--- config.mk ---
export PLATFORM = sky130hd
export DESIGN_NAME = uart_tx_scheduler_flat
export DESIGN_NICKNAME = d
export VERILOG_FILES = /design/src/rtl/uart_tx_scheduler_if.sv /design/src/rtl/uart_tx_scheduler.sv /design/src/flat_wrapper.sv
export SDC_FILE = /design/constraint.sdc
export NUM_CORES = 1
export LEC_CHECK = 0
export ABC_AREA = 1
export BUFFER_PORTS_ARGS = -buffer_cell sky130_fd_sc_hd__clkbuf_2
export CAP_MARGIN = 10
export CORE_MARGIN = 2
export CORE_UTILIZATION = 40
export CTS_CLUSTER_SIZE = 25
export DETAILED_ROUTE_END_ITERATION = 7
export MAX_ROUTING_LAYER = met4
export PLACE_DENSITY_LB_ADDON = 0.25
export SLEW_MARGIN = 20
export SYNTH_ARGS = -nofsm -noshare
export SYNTH_HDL_FRONTEND = slang
export SYNTH_SLANG_ARGS = --single-unit
--- constraint.sdc ---
create_clock -name clock -period 2.1 [get_ports clock]
set_input_delay 0 -clock clock [delete_from_list [all_inputs] [get_ports clock]]
set_output_delay 0 -clock clock [all_outputs]
set_load 0.1 [all_outputs]
--- src/rtl/uart_tx_scheduler_if.sv ---
// Bus between the requesters (master) and the shared UART transmitter (slave).
// Carries the request/ack handshake, frame status, the serial line and an FSM debug view.
interface uart_tx_scheduler_if #(
    parameter int NUM_REQ = 4
);
    // req[i] is a level held with its req_data byte until ack[i] pulses for one
    // clock; the byte is latched on that edge. Dropping req before ack withdraws it.
    logic                   baud_tick;
    logic [NUM_REQ-1:0]     req;
    logic [8*NUM_REQ-1:0]   req_data;
    logic [NUM_REQ-1:0]     ack;
    logic [2:0]             grant_id;
    logic                   busy;
    logic                   tx;
    logic [2:0]             state_dbg;

    modport master (
        output baud_tick, req, req_data,
        input  ack, grant_id, busy, tx, state_dbg
    );

    modport slave (
        input  baud_tick, req, req_data,
        output ack, grant_id, busy, tx, state_dbg
    );
endinterface

--- src/rtl/uart_tx_scheduler.sv ---
// Round-robin shared UART transmitter: one 8N1 frame per grant, LSB first, bit timing from a 16x baud_tick.
// Define UART_TX_PARITY_EN to insert an even-parity bit after the data bits (11-bit frame).
module uart_tx_scheduler #(
    parameter int NUM_REQ    = 4,
    parameter int OVERSAMPLE = 16
) (
    input logic               clock,
    input logic               reset,
    uart_tx_scheduler_if.slave bus
);
    localparam int PTR_W  = (NUM_REQ > 1) ? $clog2(NUM_REQ) : 1;
    localparam int TICK_W = $clog2(OVERSAMPLE + 1);
    localparam logic [TICK_W-1:0] TICK_LAST = TICK_W'(OVERSAMPLE - 1);

    typedef enum logic [2:0] {
        IDLE   = 3'd0,
        START  = 3'd1,
        DATA   = 3'd2,
        PARITY = 3'd3,
        STOP   = 3'd4
    } state_e;

    state_e             state_q;
    logic               tx_q;
    logic               busy_q;
    logic [NUM_REQ-1:0] ack_q;
    logic [2:0]         grant_q;
    logic [PTR_W-1:0]   rr_ptr_q;
    logic [7:0]         shift_q;
    logic [TICK_W-1:0]  tick_q;
    logic [2:0]         bit_q;
`ifdef UART_TX_PARITY_EN
    logic               parity_q;
`endif

    logic [7:0]         req_byte [NUM_REQ];
    logic               win_found_d;
    logic [PTR_W-1:0]   win_idx_d;
    logic [7:0]         win_data_d;
    logic [PTR_W-1:0]   scan_idx;
    int                 scan_sum;

    for (genvar g = 0; g < NUM_REQ; g++) begin : g_bytes
        assign req_byte[g] = bus.req_data[8*g +: 8];
    end

    // First set request at or after rr_ptr, wrapping past NUM_REQ-1 back to 0.
    always_comb begin
        win_found_d = 1'b0;
        win_idx_d   = '0;
        win_data_d  = '0;
        scan_idx    = '0;
        scan_sum    = 0;
        for (int k = 0; k < NUM_REQ; k++) begin
            scan_sum = int'(rr_ptr_q) + k;
            if (scan_sum >= NUM_REQ) scan_sum = scan_sum - NUM_REQ;
            scan_idx = PTR_W'(scan_sum);
            if (!win_found_d && bus.req[scan_idx]) begin
                win_found_d = 1'b1;
                win_idx_d   = scan_idx;
                win_data_d  = req_byte[scan_idx];
            end
        end
    end

    always_ff @(posedge clock or posedge reset) begin
        if (reset) begin
            state_q  <= IDLE;
            tx_q     <= 1'b1;
            busy_q   <= 1'b0;
            ack_q    <= '0;
            grant_q  <= '0;
            rr_ptr_q <= '0;
            shift_q  <= '0;
            tick_q   <= '0;
            bit_q    <= '0;
`ifdef UART_TX_PARITY_EN
            parity_q <= 1'b0;
`endif
        end else begin
            ack_q <= '0;
            if (state_q == IDLE) begin
                // Ticks seen while idle or on the arbitration cycle never count.
                tick_q <= '0;
                if (win_found_d) begin
                    ack_q[win_idx_d] <= 1'b1;
                    grant_q  <= 3'(win_idx_d);
                    rr_ptr_q <= (win_idx_d == PTR_W'(NUM_REQ - 1)) ? '0 : win_idx_d + 1'b1;
                    shift_q  <= win_data_d;
                    bit_q    <= '0;
                    tx_q     <= 1'b0;
                    busy_q   <= 1'b1;
                    state_q  <= START;
`ifdef UART_TX_PARITY_EN
                    parity_q <= ^win_data_d;
`endif
                end
            end else if (bus.baud_tick) begin
                if (tick_q != TICK_LAST) begin
                    tick_q <= tick_q + 1'b1;
                end else begin
                    tick_q <= '0;
                    case (state_q)
                        START: begin
                            state_q <= DATA;
                            tx_q    <= shift_q[0];
                        end
                        DATA: begin
                            if (bit_q == 3'd7) begin
`ifdef UART_TX_PARITY_EN
                                state_q <= PARITY;
                                tx_q    <= parity_q;
`else
                                state_q <= STOP;
                                tx_q    <= 1'b1;
`endif
                            end else begin
                                bit_q   <= bit_q + 1'b1;
                                shift_q <= {1'b0, shift_q[7:1]};
                                tx_q    <= shift_q[1];
                            end
                        end
`ifdef UART_TX_PARITY_EN
                        PARITY: begin
                            state_q <= STOP;
                            tx_q    <= 1'b1;
                        end
`endif
                        STOP: begin
                            state_q <= IDLE;
                            busy_q  <= 1'b0;
                        end
                        default: begin
                            state_q <= IDLE;
                            tx_q    <= 1'b1;
                            busy_q  <= 1'b0;
                        end
                    endcase
                end
            end
        end
    end

    assign bus.tx        = tx_q;
    assign bus.busy      = busy_q;
    assign bus.ack       = ack_q;
    assign bus.grant_id  = grant_q;
    assign bus.state_dbg = state_q;
endmodule

--- src/flat_wrapper.sv ---
// flat-port wrapper written by rule: the top's interface ports become plain ports
module uart_tx_scheduler_flat 
#(
    parameter int NUM_REQ    = 4,
    parameter int OVERSAMPLE = 16
)
  (clock, reset, bus_baud_tick, bus_req, bus_req_data, bus_ack, bus_grant_id, bus_busy, bus_tx, bus_state_dbg);
  uart_tx_scheduler_if #(.NUM_REQ(NUM_REQ)) bus_i ();
  input logic clock;
  input logic reset;
  input wire logic [$bits(bus_i.baud_tick)-1:0] bus_baud_tick;
  input wire logic [$bits(bus_i.req)-1:0] bus_req;
  input wire logic [$bits(bus_i.req_data)-1:0] bus_req_data;
  output wire logic [$bits(bus_i.ack)-1:0] bus_ack;
  output wire logic [$bits(bus_i.grant_id)-1:0] bus_grant_id;
  output wire logic [$bits(bus_i.busy)-1:0] bus_busy;
  output wire logic [$bits(bus_i.tx)-1:0] bus_tx;
  output wire logic [$bits(bus_i.state_dbg)-1:0] bus_state_dbg;
  assign bus_i.baud_tick = bus_baud_tick;
  assign bus_i.req = bus_req;
  assign bus_i.req_data = bus_req_data;
  assign bus_ack = bus_i.ack;
  assign bus_grant_id = bus_i.grant_id;
  assign bus_busy = bus_i.busy;
  assign bus_tx = bus_i.tx;
  assign bus_state_dbg = bus_i.state_dbg;
  uart_tx_scheduler #(.NUM_REQ(NUM_REQ), .OVERSAMPLE(OVERSAMPLE)) u_core (.clock(clock), .reset(reset), .bus(bus_i));
endmodule
==> impl_results.md, run 1 <==
- Critical path endpoint: u_core.rr_ptr_q[0]
- CP required: ~2300 ps
- Hold path cells: 3
- Reg power frac: 0.157
- Pwr Density: roughly 1800 nW/um^2
- Placed cell count: 606
- TritonRoute pass-1 iters: 4
- Maximum vdd drop: 0.6341 mV
- Combinational share of power: 0.764
- Routability Congestion: 0.9087
- Status: finished, final reports clean
- Sequential fraction of the synthesis area: 0.2609
- Max-Slew Margin vs Limit: 0.6378
- Num Clock Sinks: 29
- Clock-pin transition on the worst setup and hold timing paths: approximately 70 ps
- Hold_sp: bus_baud_tick
- Total Wirelength: approximately 6900 microns
- Pre-CTS setup slack: 44.64 ps
- Antenna viol nets, final: 0
- Port Buffers: 49
- Delay-heaviest family, CP: simple AND/OR/NAND/NOR gates
- Max cap viols: 0
- Initial antenna violation count: 0
- Worst R2R Setup Slack: roughly 130 ps
- Vias in the first global route: 2,691
- Post-synthesis instance area: 2786 sq um
- Crit-path slowest cell: dfrtp_2
- Synth unique cells: 32
- CTS max path bufs: 2
- Arrival @ worst endpoint: around 2200 ps
- Worst Hold Class: input pin to flop
- Placed instance area: between 3000 and 4000 sq um
- Wire per inst: 11.10 microns
- N_diodes: 0
- Critical path class: flop to flop
- Design Area, Final: ~3400 sq um
- Internal: ~2.6 mW
- H-tree levels: 2
- Actual slew at the worst max-slew pin: ~550 ps
- Total clock buffers created by CTS: 5
- GR Overflow Total: 0
- Yosys reg bits: 29
- Worst path max stage delay: roughly 440 ps
- Largest net degree at the start of global routing: 30
- Die Ht: about 87 microns
- Clock latency on the worst-skew pair: 280 ps
- Sw frac: 0.5716
- Synth-to-layout area growth: 20.97%
- GR Util All Layers: 0.1949
- I/O pin total: 51
- Root Buffer: clkbuf_8
- CTS tree: built
- Post-layout net count: around 600
- Clock skew: roughly 10 ps
- R2r startpoint: u_core.rr_ptr_q[0]
- Crit share post-route: 0.9404
- # fillers: between 700 and 800
- 1st-iter DRT viols: approximately 140
- CP startpoint: u_core.rr_ptr_q[0]
- Leak Pwr: between 1.5 and 2 nW
- FMAX: approximately 510 MHz
- Clk network pwr share: 0.079
- Final Max Slew Viols: 0
- CP Max Fanout: 6
- Detailed-route DRC error count: 0
- First-pass GRT wire length: around 12,000 microns
- Worst r2r dst: u_core.rr_ptr_q[0]
- Final min period: approximately 2000 ps
- Worst reg-to-reg path cell count: 13
- Final Instance Count excl. Fillers: ~620
- Critical path depth in cells: 13
- Via count: about 3,000
- Final Hold Vio Count: 0
- Critical Path End Type: flop
- Mapped Avg Cell Area: 5.829 sq um
- Area of the core: approximately 6800 sq um
- Final setup violation count: 0
- Worst setup SP type: flop
- Initial core utilization: 0.4124
- Cells after Synth: ~480
- Post-synth EDFFs: 0
- Full die area: ~7600 sq um
- Switching power: ~3.4 mW
- TNS Setup: 0 ps
- Synth async-reset ratio: 1.000
- DIE WIDTH: a little under 90 microns
- Power, Total: between 6 and 7 mW
- Num rows: 30
- Share of cells above drive strength 1: 0.2177
- Hpwl dp: 5314 microns
- Final worst setup slack: ~130 ps
- Fin util: 0.4989
- Top FF cell, synth: dfrtp_1
- Hold_ws: between 30 and 40 ps
- Syn_nets: approximately 520
- Cell breakdown of the critical path: buf_4, nand2_1, nand2_2, nand2_4, nand2_4, nor2_8, nand3_4, o21ai_4, buf_4, ha_1, inv_1, nand3_1, nand2_1
- YS warnings: 0
- Via/cell ratio: between 4 and 5
- Bufs and invs on worst path: 3
## final cells by class
| class | instances | area [sq um] | area share |
|---|---|---|---|
| tap | 80 | 100.1 | 0.02970 |
| inverter | 45 | 171.4 | 0.05085 |
| clock buffer | 8 | 90.09 | 0.02673 |
| multi-input combinational | 383 | 1813 | 0.5379 |
| sequential | 29 | 730.7 | 0.2168 |
| timing repair buffer | 77 | 465.4 | 0.1381 |
## cell families (layout without fill, tap and decap cells)
kind of cell / after synthesis / in the layout / synth area share
DFF: 29 / 29 / 0.2609
xor gates and xnor gates: 1 / 1 / 0.003144
adders and majority gates: 7 / 7 / 0.03143
and+or+nand+nor: 326 / 326 / 0.4966
AOI/OAI and AO/OA: 48 / 48 / 0.09071
other: 1 / 1 / 0.001346
buffers and inverters: 66 / 130 / 0.1158
## timing repair
item / in CTS / in global routing
setup buffers: 0 / 7
hold endpoints to repair: 28 / 0
gates resized for setup: 0 / 19
hold buffers: 1 / 0
endpoints found under the setup margin: 0 / 10
## metal layers
layer	vias to the layer above	track usage	wire (microns)
met4	0	0.02937	34
li1	1604	-	-
met3	6	0.03886	268
met5	-	-	0
met2	56	0.3058	3194
met1	1309	0.2657	3408
## worst min-delay path: stages
cell,delay (ps)
clkbuf_2,130
nand3_1,80
o21ai_0,70
## power groups by stage
stage,logic (mW),clock network (mW),registers (mW)
6_report,4.61,0.476,0.949
5_1_grt,5.18,0.515,0.981
4_1_cts,4.22,0.485,0.946
3_5_place_dp,4.19,0,0.953
3_3_place_gp,4.15,0,0.948
2_1_floorplan,2.77,0,1.51
## worst min path at each step
stage                                   to
finish                    u_core.tick_q[1]
global route              u_core.tick_q[1]
CTS                       u_core.tick_q[1]
detailed placement       u_core.shift_q[7]
global placement    u_core.bus.grant_id[1]
floorplan                  u_core.bit_q[0]
## layout by cell type (no fill, tap or decap), types with 8 or more instances in the layout
cell and n:
buf_4 25, clkbuf_2 49, dfrtp_1 25, inv_1 38, nand2_1 224, nand2_2 9
nand3_1 28, nand4_1 8, nor2_1 40, o21ai_0 38
## sequential cells by signal (all words and copies together), names as in the netlist
signal,flops
u_core.bit_q,3
u_core.bus.ack,4
u_core.bus.busy,1
u_core.bus.grant_id,2
u_core.bus.state_dbg,3
u_core.bus.tx,1
u_core.rr_ptr_q,2
u_core.shift_q,8
u_core.tick_q,5
## cells in the mapped netlist (2+ instances only)
| library cell | count | share of area |
|---|---|---|
| nor2_1 | 40 | 0.054 |
| o21ai_2 | 2 | 0.0063 |
| clkbuf_1 | 3 | 0.0040 |
| o21ai_1 | 2 | 0.0036 |
| nand2_4 | 4 | 0.016 |
| buf_2 | 9 | 0.016 |
| buf_4 | 2 | 0.0054 |
| nand3_1 | 33 | 0.059 |
| nand2_2 | 7 | 0.016 |
| buf_6 | 5 | 0.020 |
| nand4_1 | 8 | 0.018 |
| nand3_2 | 2 | 0.0072 |
| inv_2 | 4 | 0.0054 |
| ha_1 | 7 | 0.031 |
| a21oi_1 | 4 | 0.0072 |
| dfrtp_1 | 28 | 0.25 |
| nor3_1 | 2 | 0.0036 |
| inv_1 | 39 | 0.053 |
| nand2_1 | 227 | 0.31 |
| o21ai_0 | 38 | 0.068 |
No activity file was read; power rests on OpenSTA's default activity.
==> run 2: changes to the inputs <==
--- a/config.mk
+++ b/config.mk
@@ -12,7 +12,6 @@
 export CORE_UTILIZATION = 40
 export CTS_CLUSTER_SIZE = 25
 export DETAILED_ROUTE_END_ITERATION = 7
-export MAX_ROUTING_LAYER = met4
 export PLACE_DENSITY_LB_ADDON = 0.25
 export SLEW_MARGIN = 20
 export SYNTH_ARGS = -nofsm -noshare
==> constraint.sdc (replaced) <==
create_clock -name clock -period 2.17 [get_ports clock]
set_input_delay 0 -clock clock [delete_from_list [all_inputs] [get_ports clock]]
set_output_delay 0 -clock clock [all_outputs]
set_load 0.1 [all_outputs]
==> run 2 against run 1 <==
  * Core utilization fell by 2.0 points
  * Routed wire length shrank 4.1%
  * Final cell count shrank 1.4%
  * Critical path depth fell by 2
  * Sequential power decreased by 2.3%
  * Via count shrank 1.0%
  * Combinational power is 11% lower
  * Critical endpoint is now u_core.rr_ptr_q[1]
  * Largest power group unchanged
==> impl_results.md, run 2 (same netlist as run 1, synthesis figures left out) <==
- GR Overflow Total: 0 (unchanged)
- Num Clock Sinks: 29 (unchanged)
- Status: finished, final reports clean (unchanged)
- Largest net degree at the start of global routing: 30 (unchanged)
- Via/cell ratio: 4.804 (was 4.783)
- R2r startpoint: u_core.rr_ptr_q[0] (unchanged)
- Synth-to-layout area growth: 16.17% (was 20.97%)
- First-pass GRT wire length: 11,570 microns (was 11,780 microns)
- Routability Congestion: 0.9345 (was 0.9087)
- Antenna viol nets, final: 0 (unchanged)
- Root Buffer: clkbuf_8 (unchanged)
- Sw frac: 0.5864 (was 0.5716)
- Hpwl dp: 5222 microns (was 5314 microns)
- Clock-pin transition on the worst setup and hold timing paths: 60 ps (was 70 ps)
- I/O pin total: 51 (unchanged)
- DIE WIDTH: 87.46 microns (unchanged)
- Clk network pwr share: 0.077 (was 0.079)
- Actual slew at the worst max-slew pin: 545.1 ps (was 545.6 ps)
- Worst Hold Class: input pin to flop (unchanged)
- Die Ht: 87.46 microns (unchanged)
- Clock skew: 3.955 ps (was 9.969 ps)
- Switching power: 3.187 mW (was 3.448 mW)
- Arrival @ worst endpoint: 2250 ps (was 2150 ps)
- Total Wirelength: 6623 microns (was 6905 microns)
- Max-Slew Margin vs Limit: 0.6382 (was 0.6378)
- Max cap viols: 0 (unchanged)
- GR Util All Layers: 0.1873 (was 0.1949)
- Share of cells above drive strength 1: 0.1914 (was 0.2177)
- CTS tree: built (unchanged)
- Full die area: 7649 sq um (unchanged)
- # fillers: 742 (was 732)
- Critical path class: flop to flop (unchanged)
- N_diodes: 0 (unchanged)
- CP Max Fanout: 9 (was 6)
- Commonest non-fill, non-tap cell in the layout: nand2_1 (unchanged)
- Reg power frac: 0.171 (was 0.157)
- Commonest non-fill, non-tap cells in the layout: nand2_1 (227), clkbuf_2 (49), nor2_1 (40) (was nand2_1 (224), clkbuf_2 (49), nor2_1 (40))
- Leak Pwr: 1.864 nW (was 1.926 nW)
- Post-layout net count: 578 (was 587)
- Crit share post-route: 0.9465 (was 0.9404)
- Via count: 2,945 (was 2,975)
- Vias in the first global route: 2,653 (was 2,691)
- Worst reg-to-reg path cell count: 11 (was 13)
- Worst hold endpoint: u_core.tick_q[1] (unchanged)
- Largest reg by FF count: u_core.shift_q (unchanged)
- Power, Total: 5.435 mW (was 6.032 mW)
- Total clock buffers created by CTS: 5 (unchanged)
- Critical Path End Type: flop (unchanged)
- Combinational share of power: 0.752 (was 0.764)
- Area of the core: 6756 sq um (unchanged)
- Initial antenna violation count: 0 (unchanged)
- Maximum vdd drop: 0.7268 mV (was 0.6341 mV)
- FMAX: 486.9 MHz (was 506.4 MHz)
- Num rows: 30 (unchanged)
- Worst r2r dst: u_core.rr_ptr_q[1] (was u_core.rr_ptr_q[0])
- Clock latency on the worst-skew pair: 280 ps (about the same)
- Largest register FFs: 8 (unchanged)
- CTS max path bufs: 2 (unchanged)
- Final min period: 2054 ps (was 1975 ps)
- Detailed-route DRC error count: 0 (unchanged)
- Pwr Density: 1679 nW/um^2 (was 1790 nW/um^2)
- Final Hold Vio Count: 0 (unchanged)
- Pre-CTS setup slack: -0.005995 ps (was 44.64 ps)
- Internal: 2.248 mW (was 2.584 mW)
- TritonRoute pass-1 iters: 4 (unchanged)
- Initial core utilization: 0.4124 (unchanged)
- H-tree levels: 2 (unchanged)
- Final worst setup slack: 116.1 ps (was 125.2 ps)
- CP required: 2360 ps (was 2270 ps)
- 1st-iter DRT viols: 168 (was 138)
- Hold_sp: bus_baud_tick (unchanged)
- Hold path cells: 3 (unchanged)
- Port Buffers: 49 (unchanged)
- Wire per inst: 10.80 microns (was 11.10 microns)
- Worst setup SP type: flop (unchanged)
- Fin util: 0.4791 (was 0.4989)
- Final setup violation count: 0 (unchanged)
- Final Max Slew Viols: 0 (unchanged)
- Worst R2R Setup Slack: 120 ps (was 130 ps)
## run 2: layer usage
| layer | global-route usage | routed length (microns) | up-vias |
|---|---|---|---|
| li1 | - | - | 1592 |
| met1 | 0.2664 | 3301 | 1296 |
| met2 | 0.2989 | 3035 | 49 |
| met3 | 0.03223 | 237 | 8 |
| met4 | 0.03636 | 50 | 0 |
| met5 | 0 | 0 | - |
## run 2: worst max-delay path by stage
stage          slack (ps)            endpoint                     from
6_report              120  u_core.rr_ptr_q[1]       u_core.rr_ptr_q[0]
5_1_grt               -20  u_core.rr_ptr_q[1]       u_core.rr_ptr_q[0]
4_1_cts                60  u_core.rr_ptr_q[1]       u_core.rr_ptr_q[1]
3_5_place_dp       -0.006  u_core.rr_ptr_q[1]       u_core.rr_ptr_q[0]
3_3_place_gp           90  u_core.rr_ptr_q[1]       u_core.rr_ptr_q[0]
2_1_floorplan          60    u_core.tick_q[3]  u_core.bus.state_dbg[1]
## run 2: critical path: stages (launching register included)
cell and delay [ps]:
dfrtp_2 450, buf_4 160, nand2_1 70, nand2_2 60
nand2_1 110, nand2_4 120, nor2_8 150, nand3_2 130
o21ai_4 210, inv_1 80, ha_1 290, o21ai_1 140
## run 2: power groups by stage
stage	logic [mW]	clock network, mW	registers, mW
global route	4.63	0.459	0.954
detailed placement	3.96	0	0.934
floorplan	2.69	0	1.46
global placement	3.91	0	0.925
CTS	3.98	0.432	0.930
finish	4.09	0.419	0.927
## run 2: cell type report
type	instances	area (sq um)	area share
multi-input combinational	383	1754	0.5419
sequential	29	729.5	0.2254
timing repair buffer	68	394.1	0.1218
inverter	45	176.4	0.05450
tap	80	100.1	0.03092
clock buffer	6	72.57	0.02242
clock inverter	2	10.01	0.003092
## run 2: metrics by stage
step	TNS (ps)	area, sq um	hold WS (ps)	cells
6_report	0	3237	49.04	613
5_1_grt	-17.22	3237	77.88	613
4_1_cts	0	3194	31.96	611
3_5_place_dp	-0.005995	3100	72.29	602
3_3_place_gp	0	3100	67.31	602
2_1_floorplan	0	2786	77.37	478
## run 2: what timing repair did
action | 4_1_cts | 5_1_grt
buffers inserted | 0 | 2
gates resized for setup | 1 | 7
hold endpoints to repair | 28 | 0
hold buffers | 1 | 0
endpoints found under the setup margin | 1 | 7
pin swaps | 0 | 1
==> run 3: changes to the inputs <==
--- a/config.mk
+++ b/config.mk
@@ -10,6 +10,7 @@
 export CAP_MARGIN = 10
 export CORE_MARGIN = 2
 export CORE_UTILIZATION = 40
+export CTS_BUF_LIST = sky130_fd_sc_hd__clkbuf_16
 export CTS_CLUSTER_SIZE = 25
 export DETAILED_ROUTE_END_ITERATION = 7
 export PLACE_DENSITY_LB_ADDON = 0.25
==> run 3 against run 2 <==
  * Final cell count did not move
  * Combinational power about the same
  * Global-route usage is 0.18 points higher
  * Register-to-register slack about the same
  * First-iteration DRC count shrank 7.1%
  * Design area grew 1.7%
  * Critical path depth unchanged
  * Sequential share of layout area decreased by 0.39 points
  * Setup slack gained 6.8 ps
  * Die area stayed put
  * Critical path type unchanged
  * Largest cell class unchanged
==> impl_results.md, run 3 (same netlist as run 1, synthesis figures left out) <==
- CTS max path bufs: 2 (unchanged)
- Antenna viol nets, final: 0 (unchanged)
- Worst Hold Class: input pin to flop (unchanged)
- Arrival @ worst endpoint: 2230 ps (was 2250 ps)
- GR Util All Layers: 0.1890 (was 0.1873)
- Total clock buffers created by CTS: 5 (unchanged)
- I/O pin total: 51 (unchanged)
- CTS tree: built (unchanged)
- Synth-to-layout area growth: 18.19% (was 16.17%)
- Port Buffers: 49 (unchanged)
- Initial antenna violation count: 0 (unchanged)
- Total Wirelength: 6695 microns (was 6623 microns)
- GR Overflow Total: 0 (unchanged)
- H-tree levels: 2 (unchanged)
- Cell mode on critical path: nand2_1 (unchanged)
- Actual slew at the worst max-slew pin: 545.1 ps (unchanged)
- Clock latency on the worst-skew pair: 270 ps (was 280 ps)
- Worst setup SP type: flop (unchanged)
- Via/cell ratio: 4.837 (was 4.804)
- Hpwl dp: 5222 microns (unchanged)
- Final Max Slew Viols: 0 (unchanged)
- Worst R2R Setup Slack: 120 ps (about the same)
- # fillers: 735 (was 742)
- CP required: 2360 ps (about the same)
- Max cap viols: 0 (unchanged)
- Clock-pin transition on the worst setup and hold timing paths: 50 ps (was 60 ps)
- Pwr Density: 1719 nW/um^2 (was 1679 nW/um^2)
- Worst path max stage delay: 450 ps (about the same)
- Cell breakdown of the critical path: buf_4, nand2_1, nand2_2, nand2_1, nand2_4, nor2_8, nand3_2, o21ai_4, inv_1, ha_1, o21ai_1 (unchanged)
- Num Clock Sinks: 29 (unchanged)
- Leak Pwr: 1.894 nW (was 1.864 nW)
- Area of the core: 6756 sq um (unchanged)
- Detailed-route DRC error count: 0 (unchanged)
- Final worst setup slack: 122.9 ps (was 116.1 ps)
- 1st-iter DRT viols: 156 (was 168)
- Worst reg-to-reg path cell count: 11 (unchanged)
- TritonRoute pass-1 iters: 5 (was 4)
- Placed cell count: 602 (unchanged)
- Final min period: 2047 ps (was 2054 ps)
- Hold_ws: 52.38 ps (was 49.04 ps)
- Largest reg by FF count: u_core.shift_q (unchanged)
- Critical Path End Type: flop (unchanged)
- N_diodes: 0 (unchanged)
- Commonest non-fill, non-tap cells in the layout: nand2_1 (227), clkbuf_2 (49), inv_1 (40), nor2_1 (40), o21ai_0 (38) (was nand2_1 (227), clkbuf_2 (49), nor2_1 (40))
- Final Hold Vio Count: 0 (unchanged)
- Die Ht: 87.46 microns (unchanged)
- Via count: 2,965 (was 2,945)
- Clock skew: 4.146 ps (was 3.955 ps)
- Critical path class: flop to flop (unchanged)
- Root Buffer: clkbuf_16 (was clkbuf_8)
- Wire per inst: 10.92 microns (was 10.80 microns)
- CP Max Fanout: 9 (unchanged)
- Crit-path slowest cell: dfrtp_2 (unchanged)
- Largest net degree at the start of global routing: 30 (unchanged)
- Status: finished, final reports clean (unchanged)
- Largest register FFs: 8 (unchanged)
- Share of cells above drive strength 1: 0.1914 (unchanged)
- Maximum vdd drop: 0.7259 mV (was 0.7268 mV)
- Max-Slew Margin vs Limit: 0.6382 (unchanged)
- Final setup violation count: 0 (unchanged)
- Pre-CTS setup slack: -0.005995 ps (unchanged)
- FMAX: 488.5 MHz (was 486.9 MHz)
- Initial core utilization: 0.4124 (unchanged)
- Hold path cells: 3 (unchanged)
- Post-layout net count: 578 (unchanged)
- Full die area: 7649 sq um (unchanged)
- Commonest non-fill, non-tap cell in the layout: nand2_1 (unchanged)
- Routability Congestion: 0.9345 (unchanged)
- Power, Total: 5.660 mW (was 5.435 mW)
- Vias in the first global route: 2,663 (was 2,653)
- DIE WIDTH: 87.46 microns (unchanged)
- First-pass GRT wire length: 11,670 microns (was 11,570 microns)
- Final Instance Count excl. Fillers: 613 (unchanged)
- Num rows: 30 (unchanged)
- Crit share post-route: 0.9434 (was 0.9465)
## run 3: metrics by stage
| stage | TNS, ps | cell area (sq um) | utilization |
|---|---|---|---|
| after floorplan | 0 | 2786 | - |
| final | 0 | 3293 | 0.4874 |
| after global routing | -11.79 | 3293 | 0.4874 |
| after global placement | 0 | 3100 | 0.4589 |
| after CTS | 0 | 3251 | 0.4811 |
| after detailed placement | -0.005995 | 3100 | 0.4589 |
## run 3: repair_timing
| action | in CTS | in global routing |
|---|---|---|
| setup buffers | 0 | 2 |
| pin swaps | 0 | 1 |
| endpoints found under the setup margin | 1 | 6 |
| hold buffers | 1 | 0 |
| gates resized for setup | 1 | 7 |
| hold endpoints to repair | 28 | 0 |
## run 3: worst max-delay path: cells and delay by family, from the launching register on
kind	cells	cell delay, ps
compound gates	2	350
fa+ha+maj	1	290
buf+inv	2	240
flops	1	450
simple gates	6	640
## run 3: cell type report
type                    instances  area [sq um]  share of cell area
clock buffers                   5         125.1             0.03799
clock inverters                 3         13.76            0.004179
well taps                      80         100.1             0.03040
flip-flops and latches         29         729.5              0.2215
inverters                      45         176.4             0.05357
multi-input cells             383          1754              0.5327
repair buffers                 68         394.1              0.1197
## run 3: worst paths after layout
path,from,to
hold / removal,bus_baud_tick,u_core.tick_q[1]
setup reg to reg,u_core.rr_ptr_q[0],u_core.rr_ptr_q[1]
min in group asynchronous,reset,u_core.bus.ack[0]
max in group asynchronous,reset,u_core.bus.tx
setup / recovery,u_core.rr_ptr_q[0],u_core.rr_ptr_q[1]
hold reg to reg,u_core.shift_q[0],u_core.shift_q[0]
## run 3: routing by layer
layer | GRT usage | vias up | wire (microns)
met1 | 0.2682 | 1316 | 3365
met4 | 0.03636 | 0 | 39
met2 | 0.3030 | 48 | 3099
met3 | 0.03223 | 6 | 191
met5 | 0 | - | 0
li1 | - | 1595 | -
## run 3: power breakdown
part,leakage [nW],total (mW),internal [mW],switching (mW)
Clock,0.0748,0.643,0.415,0.228
Combinational,1.46,4.09,1.26,2.83
Sequential,0.363,0.927,0.767,0.159
